==> config.mk <==
export PLATFORM = sky130hd
export DESIGN_NAME = button_event_decoder
export DESIGN_NICKNAME = d
export VERILOG_FILES = /design/src/rtl/button_event_decoder_pkg.sv /design/src/rtl/button_event_decoder.sv
export SDC_FILE = /design/constraint.sdc
export NUM_CORES = 1
export LEC_CHECK = 0
export BUFFER_PORTS_ARGS = -buffer_cell sky130_fd_sc_hd__buf_4
export CAP_MARGIN = 0
export CORE_UTILIZATION = 35
export CTS_CLUSTER_DIAMETER = 150
export CTS_CLUSTER_SIZE = 24
export DETAILED_ROUTE_END_ITERATION = 10
export GPL_ROUTABILITY_DRIVEN = 0
export PLACE_DENSITY = 0.6
export SLEW_MARGIN = 30
export SYNTH_ARGS = -nofsm -noshare
export SYNTH_HDL_FRONTEND = slang
export SYNTH_SLANG_ARGS = --single-unit
export TNS_END_PERCENT = 5
==> constraint.sdc <==
create_clock -name CLK -period 5.4 [get_ports CLK]
set_clock_uncertainty 0.15 [all_clocks]
set_input_delay 1.08 -clock CLK [delete_from_list [all_inputs] [get_ports CLK]]
set_output_delay 1.08 -clock CLK [all_outputs]
set_load 0.03 [all_outputs]
==> src/rtl/button_event_decoder_pkg.sv <==
// button_event_decoder_pkg: FSM state encoding and helpers shared by the button event decoder
package button_event_decoder_pkg;
  typedef enum logic [2:0] {
    IDLE      = 3'd0,
    PRESS1    = 3'd1,
    LONG_HELD = 3'd2,
    WAIT2     = 3'd3,
    PRESS2    = 3'd4
  } state_e;
  function automatic logic is_held(input state_e s);
    return (s == PRESS1) || (s == LONG_HELD) || (s == PRESS2);
  endfunction
endpackage

==> src/rtl/button_event_decoder.sv <==
// button_event_decoder: classifies debounced presses into short/long/double-click pulses.
// Defining BTN_AUTOREPEAT_EN adds repeat_press pulses every REPEAT_TICKS while held long.
module button_event_decoder
  import button_event_decoder_pkg::*;
#(
  parameter int CNT_W        = 24,
  parameter int LONG_TICKS   = 12_000_000,
  parameter int DCLICK_TICKS = 6_000_000,
  parameter int REPEAT_TICKS = 3_000_000
) (
  input  logic CLK,
  input  logic RST,
  input  logic btn_state,
  input  logic btn_up,
  input  logic btn_dn,
  output logic short_press,
  output logic long_press,
  output logic double_click,
  output logic repeat_press,
  output logic held
);
  localparam longint CNT_LIM = longint'(1) << CNT_W;
  localparam logic [CNT_W-1:0] LONG_LAST   = CNT_W'(LONG_TICKS - 1);
  localparam logic [CNT_W-1:0] DCLICK_LAST = CNT_W'(DCLICK_TICKS - 1);
`ifdef BTN_AUTOREPEAT_EN
  localparam logic [CNT_W-1:0] REPEAT_LAST = CNT_W'(REPEAT_TICKS - 1);
`endif
  if (LONG_TICKS < 2 || DCLICK_TICKS < 2 || REPEAT_TICKS < 2 ||
      longint'(LONG_TICKS) >= CNT_LIM || longint'(DCLICK_TICKS) >= CNT_LIM ||
      longint'(REPEAT_TICKS) >= CNT_LIM) begin : g_bad_params
    $error("button_event_decoder: tick parameter outside 2..2^CNT_W-1");
  end
  state_e           state_q, state_d;
  logic [CNT_W-1:0] cnt_q, cnt_d;
  logic             short_q, long_q, dbl_q, rep_q, held_q;
  logic             short_d, long_d, dbl_d, rep_d;
  logic             up, dn;
  // a simultaneous press and release is meaningless, so both are dropped
  assign up = btn_up & ~btn_dn;
  assign dn = btn_dn & ~btn_up;
  always_comb begin
    state_d = state_q;
    cnt_d   = (state_q == IDLE) ? '0 : cnt_q + CNT_W'(1);
    short_d = 1'b0;
    long_d  = 1'b0;
    dbl_d   = 1'b0;
    rep_d   = 1'b0;
    case (state_q)
      IDLE:   state_d = up ? PRESS1 : IDLE;
      PRESS1: begin
        if (dn) state_d = WAIT2;
        else if (cnt_q == LONG_LAST) begin
          state_d = LONG_HELD;
          long_d  = 1'b1;
        end
      end
      LONG_HELD: begin
        if (dn) state_d = IDLE;
`ifdef BTN_AUTOREPEAT_EN
        else if (cnt_q == REPEAT_LAST) begin
          rep_d = 1'b1;
          cnt_d = '0;
        end
`endif
      end
      WAIT2: begin
        if (up) begin
          state_d = PRESS2;
          dbl_d   = 1'b1;
        end else if (cnt_q == DCLICK_LAST) begin
          state_d = IDLE;
          short_d = 1'b1;
        end
      end
      PRESS2:  state_d = dn ? IDLE : PRESS2;
      default: state_d = IDLE;
    endcase
    if (state_d != state_q) cnt_d = '0;
  end
  always_ff @(posedge CLK or posedge RST) begin
    if (RST) begin
      state_q <= IDLE;
      cnt_q   <= '0;
      short_q <= 1'b0;
      long_q  <= 1'b0;
      dbl_q   <= 1'b0;
      rep_q   <= 1'b0;
      held_q  <= 1'b0;
    end else begin
      state_q <= state_d;
      cnt_q   <= cnt_d;
      short_q <= short_d;
      long_q  <= long_d;
      dbl_q   <= dbl_d;
      rep_q   <= rep_d;
      held_q  <= is_held(state_d);
    end
  end
  assign short_press  = short_q;
  assign long_press   = long_q;
  assign double_click = dbl_q;
  assign repeat_press = rep_q;
  assign held         = held_q;
  // the debounced level may only be low while held on the release cycle itself
  held_tracks_level: assert property (@(posedge CLK) disable iff (RST) held |-> (btn_state || btn_dn));
endmodule
==> results.yml, run 1 <==
clock_network:
  cts_buffers: 5
  cts_tree: "built"
  cts_hold_buf: 0
  h-tree-depth: 2
  post_cts_resized: 0
  insertion_delay_ns: 0.28
  cts-root-buf: "clkbuf_8"
  postCtsSetupRepairBufs: 0
  cts.sink_count: 31
  clk_pin_slew_ns: 0.06
  clockBufferDepth: 2
setup_path:
  cp-start-kind: "flip-flop"
  crit_fanout: 15
  cp.arrival_ns: 2.59
  crit_type: "flip-flop to flip-flop"
  regToRegSetupSlack_ns: 2.83
  worstPathRequired_ns: 5.41
  endpoint_kind: "flip-flop"
routing:
  drc_errors: 0
  num_vias: 1325
  wl_per_cell_um: 13.10
  drtPass1Iterations: 4
  ant_nets: 0
  via_per_inst: 5.136
  wl_um: 3379
  drt_iter0_drc: 125
global_route:
  overflow: 0
  grt_pass1_wl_um: 5968
  track_usage_pct: 14.70
  antenna_found_initial: 0
  use_met2_pct: 22.33
  grt_use_met1_pct: 20.85
  grt_pass1_vias: 1248
  gr-usage-met3_pct: 3.333
  grt_max_degree: 32
  grt.busiest_layer: "met2"
synth:
  synth-async-reset-ratio_pct: 100.0
  ys_types: 38
  synthCells: 180
  synth_edf_count: 0
  ys_ff_latch: 31
  yosysWarnings: 0
  synth_top_flop_cell: "dfrtp_1"
  yosysSeqAreaShare_pct: 44.60
  netlist_area_sq_mm: 0.001739
  synth.net_count: 186
  post_synth.cell_area_avg_sq_um: 9.662
placed_design:
  placement.io_buffers: 7
  place_inst: 248
  hpwlAfterDp_um: 2190
timing:
  rsz0062_at_grt: "no"
  worstMarginPinSlew_ns: 0.5923
  drv_slew: 0
  fmax_mhz: 388.6
  final-setup-viol-count: 0
  finalHoldViolations: 0
  period_needed_ns: 2.574
  finalSetupTns_ns: 0
  min_period_over_period_pct: 47.66
  slew_headroom_pct: 60.15
  hold_ws_ns: 0.3183
floorplanning:
  die_height_um: 72.49
  row_count: 25
  core_sq_mm: 0.004755
  io-pin-count: 10
  die_area_sq_mm: 0.005255
  start_util_pct: 36.58
  die_x_um: 72.49
finish:
  layout_common_cells: "31 x dfrtp_1, 28 x nor3_1, 16 x xnor2_1"
  final_cells: 258
  final_common_cell: "dfrtp_1"
  antenna_cells: 0
  area_growth_pct: 12.09
  nets: 196
  drive_gt1_share_pct: 11.52
power_and_ir_drop:
  power_density_mw_per_mm2: 356.9
  peakVddDrop_uv: 165.4
  cellLeakagePower_nw: 0.7358
status:
  outcome: "completed"
flow_run:
  max-cap-violations: 0
worst_hold_path:
  hold_class: "flip-flop to flip-flop"
[per-layer routing]
metal,vias to the layer above,part of all wire [%]
li1,663,-
met1,619,51
met2,37,44
met3,6,3.8
met4,0,1.2
met5,-,0
[registers in the layout, summed over array words and instances, names as in the netlist]
name,flops
double_click,1
state_q,3
held,1
short_press,1
long_press,1
cnt_q,24
[power breakdown]
part	total, mW	internal, mW	switching [mW]
logic	0.242	0.0905	0.152
registers	0.281	0.254	0.0272
clock network	0.172	0.0902	0.0818
total	0.696	0.435	0.261
[worst max-delay path: stages (launching register included)]
cell,delay [ns]
dfrtp_1,0.41
nand4bb_1,0.30
nor4_2,0.54
a31oi_1,0.27
nor3_4,0.49
buf_8,0.22
nor3_1,0.07
[cells by family (layout without fill, tap and decap cells)]
| kind of cell | Yosys count | count (layout) | share of synthesized area, % |
|---|---|---|---|
| AND/OR/NAND/NOR | 99 | 99 | 33.96 |
| flip-flops | 31 | 31 | 44.60 |
| XOR/XNOR | 23 | 23 | 11.58 |
| AO/OA/AOI/OAI | 12 | 12 | 4.676 |
| buffers and inverters | 12 | 23 | 3.670 |
| adder cells (fa/ha/maj) | 1 | 1 | 0.7193 |
| other | 1 | 1 | 0.2156 |
| multiplexers | 1 | 1 | 0.5756 |
[final cells by class]
class	instances	area [sq um]
inverters	5	18.77
repair buffers	10	90.09
fillers	495	2805
multi-input cells	137	899.6
well taps	67	83.83
clock buffers	7	76.32
clock inverters	1	5.005
flip-flops and latches	31	775.7
[worst paths after layout]
| kind | end | cells past startpoint | startpoint |
|---|---|---|---|
| hold reg to reg | cnt_q[0] | 1 | cnt_q[0] |
| hold / removal | cnt_q[0] | 1 | cnt_q[0] |
| min in group asynchronous | state_q[1] | 3 | RST |
| setup reg to reg | cnt_q[20] | 6 | cnt_q[14] |
| setup / recovery | cnt_q[20] | 6 | cnt_q[14] |
| max in group asynchronous | cnt_q[20] | 3 | RST |
[synthesized netlist by cell type (all sizes together) (3+ instances only)]
cell type	n	area [sq um]
a21oi	4	23.77
buf	5	37.54
dfrtp	31	775.7
inv	5	18.77
nand2	13	48.80
nand2b	5	31.28
nand3	10	50.05
nand4	4	25.02
nor2	9	33.78
nor2b	3	18.77
nor3	31	188.9
nor4	9	62.56
xnor2	16	140.1
xor2	7	61.31
[through the flow]
| stage | total power, mW | setup slack [ns] | util, % | instance area [sq um] |
|---|---|---|---|---|
| after floorplan | 0.4690 | 2.882 | - | 1739 |
| after global placement | 0.5003 | 2.431 | 38.66 | 1838 |
| after detailed placement | 0.4976 | 2.424 | 38.66 | 1838 |
| final | 0.6958 | 2.826 | 41.00 | 1949 |
| after global routing | 0.7412 | 2.591 | 41.00 | 1949 |
| after CTS | 0.6715 | 2.571 | 40.37 | 1919 |
No activity file was read; power rests on OpenSTA's default activity.
==> run 2, diff against run 1 <==
--- a/config.mk
+++ b/config.mk
@@ -12,7 +12,7 @@
 export CTS_CLUSTER_SIZE = 24
 export DETAILED_ROUTE_END_ITERATION = 10
 export GPL_ROUTABILITY_DRIVEN = 0
-export PLACE_DENSITY = 0.6
+export PLACE_DENSITY = 0.62
 export SLEW_MARGIN = 30
 export SYNTH_ARGS = -nofsm -noshare
 export SYNTH_HDL_FRONTEND = slang
==> constraint.sdc (replaced) <==
create_clock -name CLK -period 2.25 [get_ports CLK]
set_clock_uncertainty 0.15 [all_clocks]
set_input_delay 0.45 -clock CLK [delete_from_list [all_inputs] [get_ports CLK]]
set_output_delay 0.45 -clock CLK [all_outputs]
set_load 0.03 [all_outputs]
==> results.yml, run 2 (synthesized netlist as in run 1, its figures left out) <==
status:
  outcome: "completed"
finish:
  top_register: "cnt_q"
  area_growth_pct: 20.22
  final_common_cell: "dfrtp_1"
  fill_cells: 479
  nets: 206
  layout_common_cells: "31 x dfrtp_1, 27 x nor3_1, 18 x buf_4"
  antenna_cells: 0
  largest_reg_flops: 24
  largestRegisters: "cnt_q x24, state_q x3"
  drive_gt1_share_pct: 17.91
routing:
  drc_errors: 0
  wl_met1_um: 1763
  met3_length_um: 87
  ant_nets: 0
  num_vias: 1368
  top_layer: "met4"
  via_per_inst: 5.104
  drt_iter0_drc: 62
  wl_um: 3497
  drtPass1Iterations: 4
  wl_per_cell_um: 13.05
  wl_met2_um: 1634
flow_run:
  max-cap-violations: 0
global_route:
  overflow: 0
  track_usage_pct: 15.08
  grt_pass1_wl_um: 6023
  grt_max_degree: 32
  antenna_found_initial: 0
  grt_pass1_vias: 1277
power_and_ir_drop:
  switching_share_pct: 34.29
  cellLeakagePower_nw: 0.8266
  switching_power_mw: 0.6446
  p_int_mw: 1.235
  p_clk_share_pct: 30.1
  p_comb_share_pct: 34.8
  seqPwrFrac_pct: 35.1
  power_density_mw_per_mm2: 898.9
  peakVddDrop_uv: 449.7
floorplanning:
  die_x_um: 72.49
  die_height_um: 72.49
  start_util_pct: 36.58
  core_sq_mm: 0.004755
  die_area_sq_mm: 0.005255
  io-pin-count: 10
  row_count: 25
timing:
  fmax_mhz: 468.7
  final-setup-viol-count: 0
  period_needed_ns: 2.134
  min_period_over_period_pct: 94.83
  drv_slew: 0
  finalSetupTns_ns: 0
  worst_slack_ns: 0.1164
  rsz0062_at_grt: "no"
  finalHoldViolations: 0
setup_path:
  endpoint_kind: "flip-flop"
  worstReg2RegEnd: "cnt_q[5]"
  rr_startpoint: "cnt_q[14]"
  cp.arrival_ns: 2.15
  cp-start-kind: "flip-flop"
  worstPathCellList: "nand4bb_1 > nor4_4 > a31oi_2 > nor3_4 > buf_12 > nor3_1"
  crit_cells: 6
  worstPathRequired_ns: 2.27
  cpMaxStageDelayCell: "nor4_4"
  crit_family: "simple AND/OR/NAND/NOR gates"
  crit_type: "flip-flop to flip-flop"
  regToRegSetupSlack_ns: 0.12
  r2r_cells: 6
  crit_fanout: 24
  path_buf_inv: 1
  max_stage_delay_ns: 0.44
clock_network:
  cts_buffers: 5
  post_cts_resized: 0
  cts-root-buf: "clkbuf_8"
  insertion_delay_ns: 0.28
  cts.sink_count: 31
  cts_tree: "built"
  cts_hold_buf: 0
  clk_pin_slew_ns: 0.07
  h-tree-depth: 2
  clockBufferDepth: 2
  postCtsSetupRepairBufs: 0
placed_design:
  placement.io_buffers: 7
  dp_worst_setup_slack_ns: 0.01226
  hpwlAfterDp_um: 2344
worst_hold_path:
  hold_class: "input port to async pin"
run 2: power groups by stage:
| stage | registers [mW] | clock network [mW] | logic (mW) |
|---|---|---|---|
| global route | 0.667 | 0.604 | 0.717 |
| floorplan | 0.676 | 0 | 0.450 |
| finish | 0.660 | 0.565 | 0.654 |
| CTS | 0.660 | 0.584 | 0.657 |
| detailed placement | 0.669 | 0 | 0.656 |
| global placement | 0.670 | 0 | 0.657 |
run 2: final cells by class:
cell class                 count  area (sq um)  share of cell area, %
multi-input combinational    137         919.6                  43.99
timing repair buffer          20         175.2                  8.378
clock inverter                 2         35.03                  1.676
tap                           67         83.83                  4.010
clock buffer                   6         82.58                  3.950
sequential                    31         775.7                  37.10
inverter                       5         18.77                 0.8977
run 2: worst register-to-register path, stage by stage (launching register included):
cell       delay (ns)
dfrtp_1          0.42
nand4bb_1        0.28
nor4_4           0.44
a31oi_2          0.22
nor3_4           0.24
buf_12           0.19
nor3_1           0.08
run 2: per-layer routing:
layer	vias up	global-route usage, %
li1	685	-
met1	660	20.11
met2	21	23.26
met3	2	5.000
met4	0	4.575
met5	-	0
run 2: per-stage QoR:
stage	power, mW	util (%)	hold slack, ns	area [sq um]	instances
floorplan	1.126	-	0.2823	1739	180
global route	1.989	43.97	0.1310	2091	268
detailed placement	1.325	41.08	0.3015	1953	260
finish	1.879	43.97	0.09740	2091	268
global placement	1.327	41.08	0.3025	1953	260
CTS	1.900	43.55	0.1062	2071	268
run 2: how the worst max path moves through the flow:
stage,start,end,slack [ns]
5_1_grt,cnt_q[13],cnt_q[2],0.003
3_5_place_dp,cnt_q[14],cnt_q[5],0.01
2_1_floorplan,cnt_q[7],cnt_q[4],0.16
4_1_cts,cnt_q[14],cnt_q[5],0.006
3_3_place_gp,cnt_q[14],cnt_q[22],0.05
6_report,cnt_q[14],cnt_q[5],0.12
